**src/rtl/uart_cmd_pkg.sv**
```systemverilog
// Opcode, reply and FSM state definitions shared by the UART command engine.
// Pure declarations: no logic, no latency, no flow control.
package uart_cmd_pkg;
   localparam logic [7:0] OP_ACQ  = 8'h41;
   localparam logic [7:0] OP_FREE = 8'h46;
   localparam logic [7:0] OP_WR   = 8'h57;
   localparam logic [7:0] OP_RD   = 8'h52;

   localparam logic [7:0] RSP_OK    = 8'h4B;
   localparam logic [7:0] RSP_NOOWN = 8'h4E;
   localparam logic [7:0] RSP_BADOP = 8'h3F;
   localparam logic [7:0] RSP_TMO   = 8'h21;

   typedef enum logic [2:0] {
      ST_IDLE,
      ST_ARGS,
      ST_ISSUE,
      ST_WAIT,
      ST_RESP
   } cmd_state_t;
endpackage

```
**src/rtl/uart_cmd_resp_tx.sv**
```systemverilog
// Two-byte reply buffer: load presents byte0 on the next cycle, byte1 follows its handshake.
// tx_valid/tx_data hold until tx_ready; done pulses combinationally on the final handshake.
module uart_cmd_resp_tx (
   input  logic       u_clk,
   input  logic       u_rst_n,
   input  logic       load,
   input  logic [1:0] load_cnt,
   input  logic [7:0] load_b0,
   input  logic [7:0] load_b1,
   output logic [7:0] tx_data,
   output logic       tx_valid,
   input  logic       tx_ready,
   output logic       done
);
   logic [7:0] b1_q;
   logic       b1_pend;

   always_ff @(posedge u_clk or negedge u_rst_n) begin
      if (!u_rst_n) begin
         tx_data  <= 8'h00;
         tx_valid <= 1'b0;
         b1_q     <= 8'h00;
         b1_pend  <= 1'b0;
      end else if (load) begin
         tx_data  <= load_b0;
         tx_valid <= 1'b1;
         b1_q     <= load_b1;
         b1_pend  <= (load_cnt == 2'd2);
      end else if (tx_valid && tx_ready) begin
         if (b1_pend) begin
            tx_data <= b1_q;
            b1_pend <= 1'b0;
         end else begin
            tx_valid <= 1'b0;
         end
      end
   end

   assign done = tx_valid && tx_ready && !b1_pend;
endmodule

```
**src/rtl/sram_uart_cmd_engine.sv**
```systemverilog
// Host byte-protocol parser driving the SRAM bridge request side and returning 1-2 reply bytes.
// Request pulse one cycle after the last argument (stalls while u_busy); reply one cycle after u_done, held until tx_ready.
module sram_uart_cmd_engine
   import uart_cmd_pkg::*;
#(
   parameter int unsigned TIMEOUT_CYCLES = 100000
) (
   input  logic        u_clk,
   input  logic        u_rst_n,
   input  logic [7:0]  rx_data,
   input  logic        rx_valid,
   output logic [7:0]  tx_data,
   output logic        tx_valid,
   input  logic        tx_ready,
   output logic        u_req,
   output logic        u_wr_req,
   output logic        u_rd_req,
   output logic [15:0] u_addr,
   output logic [15:0] u_wdata,
   input  logic [15:0] u_rdata,
   input  logic        u_done,
   input  logic        u_busy,
   output logic        rx_overrun
);
   cmd_state_t  state, state_n;
   logic [23:0] arg_buf;
   logic [31:0] arg_nxt;
   logic [2:0]  arg_left;
   logic        is_wr;
   logic [31:0] tmo_cnt;
   logic        last_arg, tmo_hit;

   logic        resp_load, resp_done;
   logic [1:0]  resp_cnt;
   logic [7:0]  resp_b0, resp_b1;
   logic        req_set, req_clr, addr_load;

   assign arg_nxt  = {arg_buf, rx_data};
   assign last_arg = rx_valid && (arg_left == 3'd1);
   // Fires on the idle cycle that would bring the count to TIMEOUT_CYCLES.
   assign tmo_hit  = (TIMEOUT_CYCLES != 0) && !rx_valid &&
                     (tmo_cnt == TIMEOUT_CYCLES - 32'd1);

   always_ff @(posedge u_clk or negedge u_rst_n) begin
      if (!u_rst_n) state <= ST_IDLE;
      else          state <= state_n;
   end

   always_comb begin
      state_n   = state;
      resp_load = 1'b0;
      resp_cnt  = 2'd1;
      resp_b0   = RSP_OK;
      resp_b1   = 8'h00;
      req_set   = 1'b0;
      req_clr   = 1'b0;
      addr_load = 1'b0;
      u_wr_req  = 1'b0;
      u_rd_req  = 1'b0;
      unique case (state)
         ST_IDLE: begin
            if (rx_valid) begin
               state_n   = ST_RESP;
               resp_load = 1'b1;
               case (rx_data)
                  OP_ACQ:  req_set = 1'b1;
                  OP_FREE: req_clr = 1'b1;
                  OP_WR, OP_RD: begin
                     resp_load = 1'b0;
                     state_n   = ST_ARGS;
                  end
                  default: resp_b0 = RSP_BADOP;
               endcase
            end
         end
         ST_ARGS: begin
            if (last_arg) begin
               if (u_req) begin
                  addr_load = 1'b1;
                  state_n   = ST_ISSUE;
               end else begin
                  resp_load = 1'b1;
                  resp_b0   = RSP_NOOWN;
                  state_n   = ST_RESP;
               end
            end else if (tmo_hit) begin
               resp_load = 1'b1;
               resp_b0   = RSP_TMO;
               state_n   = ST_RESP;
            end
         end
         ST_ISSUE: begin
            if (!u_busy) begin
               u_wr_req = is_wr;
               u_rd_req = !is_wr;
               state_n  = ST_WAIT;
            end
         end
         ST_WAIT: begin
            if (u_done) begin
               resp_load = 1'b1;
               state_n   = ST_RESP;
               if (!is_wr) begin
                  resp_cnt = 2'd2;
                  resp_b0  = u_rdata[15:8];
                  resp_b1  = u_rdata[7:0];
               end
            end
         end
         ST_RESP: begin
            if (resp_done) state_n = ST_IDLE;
         end
         default: state_n = ST_IDLE;
      endcase
   end

   always_ff @(posedge u_clk or negedge u_rst_n) begin
      if (!u_rst_n) begin
         u_req      <= 1'b0;
         arg_buf    <= 24'h0;
         arg_left   <= 3'd0;
         is_wr      <= 1'b0;
         tmo_cnt    <= 32'd0;
         u_addr     <= 16'h0;
         u_wdata    <= 16'h0;
         rx_overrun <= 1'b0;
      end else begin
         if (req_set)      u_req <= 1'b1;
         else if (req_clr) u_req <= 1'b0;

         if (state == ST_IDLE && rx_valid) begin
            is_wr    <= (rx_data == OP_WR);
            arg_left <= (rx_data == OP_WR) ? 3'd4 : 3'd2;
            arg_buf  <= 24'h0;
         end else if (state == ST_ARGS && rx_valid) begin
            arg_buf  <= arg_nxt[23:0];
            arg_left <= arg_left - 3'd1;
         end

         tmo_cnt <= (state == ST_ARGS && !rx_valid) ? tmo_cnt + 32'd1 : 32'd0;

         // Bus-facing address/data only move once a command is committed to issue.
         if (addr_load) begin
            if (is_wr) begin
               u_addr  <= arg_nxt[31:16];
               u_wdata <= arg_nxt[15:0];
            end else begin
               u_addr  <= arg_nxt[15:0];
            end
         end

         if (rx_valid && (state == ST_ISSUE || state == ST_WAIT || state == ST_RESP))
            rx_overrun <= 1'b1;
      end
   end

   uart_cmd_resp_tx u_resp_tx (
      .u_clk    (u_clk),
      .u_rst_n  (u_rst_n),
      .load     (resp_load),
      .load_cnt (resp_cnt),
      .load_b0  (resp_b0),
      .load_b1  (resp_b1),
      .tx_data  (tx_data),
      .tx_valid (tx_valid),
      .tx_ready (tx_ready),
      .done     (resp_done)
   );
endmodule
```
**config.mk**
```make
export PLATFORM = sky130hd
export DESIGN_NAME = sram_uart_cmd_engine
export DESIGN_NICKNAME = d
export VERILOG_FILES = /design/src/rtl/uart_cmd_pkg.sv /design/src/rtl/uart_cmd_resp_tx.sv /design/src/rtl/sram_uart_cmd_engine.sv
export SDC_FILE = /design/constraint.sdc
export NUM_CORES = 1
export LEC_CHECK = 0
export ABC_CLOCK_PERIOD_IN_PS = 2500
export CORE_MARGIN = 2
export CORE_UTILIZATION = 50
export DETAILED_ROUTE_END_ITERATION = 16
export HOLD_SLACK_MARGIN = 0.06
export PLACE_DENSITY = 0.76
export SETUP_SLACK_MARGIN = 0.4
export SLEW_MARGIN = 15
export SYNTH_ARGS = -nofsm -noshare
export SYNTH_HDL_FRONTEND = slang
export SYNTH_SLANG_ARGS = --single-unit
```
**constraint.sdc**
```tcl
create_clock -name u_clk -period 2.5 [get_ports u_clk]
set_input_delay 0.5 -clock u_clk [delete_from_list [all_inputs] [get_ports u_clk]]
set_output_delay 0.5 -clock u_clk [all_outputs]
set_load 0.02 [all_outputs]
```
==> impl_metrics.yaml <==
global_route:
  grt_pass1_wl_um: 21500
  antenna_found_initial: 0
  grt_max_degree: 44
  track_usage: 0.239
  first_global_vias: 4409
  grt_overflow: 0
worst_setup_path:
  critPathRequiredTime_ns: 2.90
  ff2ff_path_depth: 6
  criticalPathCategory: "flop to flop"
  crit_start: "state[2]"
  crit_path_end_kind: "flop"
  cp_max_fo: 18
  arrival_ns: 2.47
  worstSetupStartpointType: "flop"
  rr_startpoint: "state[2]"
timing:
  clock-skew-final_ns: 0.00936
  timing_hold_violations_final: 0
  max_slew_margin: 0.652
  hold_slack_ns: 0.461
  fmax_mhz: 482
  period_share: 0.830
  report.final.slew_viol_count: 0
  tns_ns: 0
  rsz0062_at_grt: "yes"
  fin_crit_ns: 2.07
  setup_viol: 0
  worst_pin_slew_ns: 0.523
final_layout:
  syn2layout_area_growth_pct: 32.3
  seqCellArea_um2: 2880
  final_cell_mix: "dfrtp_1 (110), clkdlybuf4s50_1 (66), nor2_1 (53)"
  layout-drive-gt1-share: 0.185
  fin_nets: 638
  fillers: 774
  antenna_cells: 0
  final_util: 0.684
  finalInstanceArea_um2: 7070
  final_common_cell: "dfrtp_1"
  multi_input_area_um2: 2360
synthesis:
  ys.flop_type: "dfrtp_1"
  synth.distinct_cells: 55
  syn_area_um2: 5340
  synth_seq_cells: 115
  syn_area_per_cell_um2: 10.6
  async_flop_share: 1.00
  ys_warn_count: 0
  synth-edff-count: 0
  synth_cells: 503
  ys_seq_area_frac: 0.539
  synth_nets: 536
detailed_routing:
  route.detailed.drc: 0
  drt-pass1-iter-count: 4
  via_per_inst: 5.71
  drt_iter0_markers: 263
  antenna_left: 0
  vias: 4294
  finalWirelength_um: 13000
  wl_per_cell_um: 17.3
clock_tree:
  cts_max_path_buffers: 2
  numCtsBuffers: 17
  clock_latency_ns: 0.51
  h-tree-depth: 4
  clk_transition_reported_paths_ns: 0.06
  cts-root-buf: "clkbuf_8"
  cts_sinks: 115
  cts_tree: "yes"
floorplanning:
  ios: 75
  rows: 37
  core-area_um2: 10300
  die-area_um2: 11500
  die_w_um: 107
  die_height_um: 107
  start_util: 0.517
job:
  maxCapViolCount: 0
min_path:
  hold_start: "rx_overrun"
  worst_hold_path.num_cells: 1
  hold_class: "flop to flop"
power:
  ir_worst_vdd_v: 0.000605
  leakagePower_nw: 3.06
  power_density_nw_per_um2: 719
  power_mw: 5.08
placed_design:
  placement.io_buffers: 74
  place_area_um2: 6420
  dp.final_hpwl_um: 8650
  gp_congestion: 0.810
outcome:
  outcome: "finished clean"
## sequential cells by signal, indices dropped and copies added (netlist names), 3 cells and up
signal / cells
arg_buf: 24
arg_left: 3
state: 3
tmo_cnt: 32
u_addr: 16
u_resp_tx.b1_q: 8
u_resp_tx.tx_data: 8
u_wdata: 16
## area by class of cell
cell class / count / share of cell area
Sequential cell: 115 / 0.408
Clock buffer: 20 / 0.0616
Multi-Input combinational cell: 349 / 0.334
Clock inverter: 10 / 0.0158
Tap cell: 136 / 0.0241
Inverter: 10 / 0.00531
Timing Repair Buffer: 112 / 0.151
## metrics by stage
| step | cells | setup WS [ns] |
|---|---|---|
| after floorplan | 503 | 0.366 |
| final | 752 | 0.426 |
| after CTS | 746 | 0.398 |
| after detailed placement | 715 | -0.126 |
| after global routing | 752 | 0.363 |
| after global placement | 715 | -0.0966 |
## path summary, 6_finish.rpt
| check | slack, ns | endpoint |
|---|---|---|
| max | 0.43 | u_resp_tx.tx_data[4] |
| min | 0.46 | rx_overrun |
| max reg2reg | 0.43 | u_resp_tx.tx_data[4] |
| min reg2reg | 0.46 | rx_overrun |
| max in group asynchronous | 1.36 | state[1] |
| min in group asynchronous | 0.54 | u_addr[15] |
## report_power, final
| group | switching [mW] | internal [mW] | total (mW) |
|---|---|---|---|
| clock network | 0.824 | 1.42 | 2.25 |
| registers | 0.0650 | 1.96 | 2.02 |
| logic | 0.441 | 0.374 | 0.816 |
## metal layers
metal	share of wire	GRT usage
met3	0.037	0.0684
met1	0.46	0.322
met4	0.014	0.0870
met5	0	0
met2	0.49	0.369
## synth_stat cells (3+ instances only)
master,number,area share
a21o_1,4,0.0056
a21oi_1,10,0.0094
a22o_1,32,0.052
a2bb2oi_1,3,0.0049
and2_1,3,0.0035
and3_1,4,0.0047
buf_1,3,0.0021
buf_2,4,0.0037
clkbuf_1,21,0.015
dfrtp_1,115,0.54
ha_1,3,0.0070
inv_1,10,0.0070
mux2_2,18,0.038
mux2i_1,19,0.036
nand2_1,52,0.037
nand3_1,10,0.0094
nand4_1,7,0.0082
nor2_1,53,0.037
nor3_1,13,0.012
nor4_1,12,0.014
nor4b_1,4,0.0066
o21ai_0,30,0.028
or2_2,3,0.0035
or3_1,8,0.0094
xnor2_1,20,0.033
xor2_1,5,0.0082
## cell families after synthesis
group / after synthesis / synth area share
simple gates: 189 / 0.182
mux: 37 / 0.0736
buf+inv: 39 / 0.0298
compound gates: 95 / 0.127
xor+xnor: 25 / 0.0410
fa+ha+maj: 3 / 0.00703
flops: 115 / 0.539
## worst max-delay path: stages (launching register included)
cell and delay (ns):
dfrtp_1 0.38, buf_4 0.18, or3b_1 0.42, or3_4 0.40
nand3_2 0.12, nor2_4 0.11, a221o_1 0.34
## timing repair
item	in CTS	in global routing
pin swaps	4	1
hold endpoints to repair	34	0
gates cloned	0	0
hold buffers	1	0
resized for setup	18	13
endpoints found under the setup margin	5	10
buffers inserted	0	6
No activity file was read; power rests on OpenSTA's default activity.
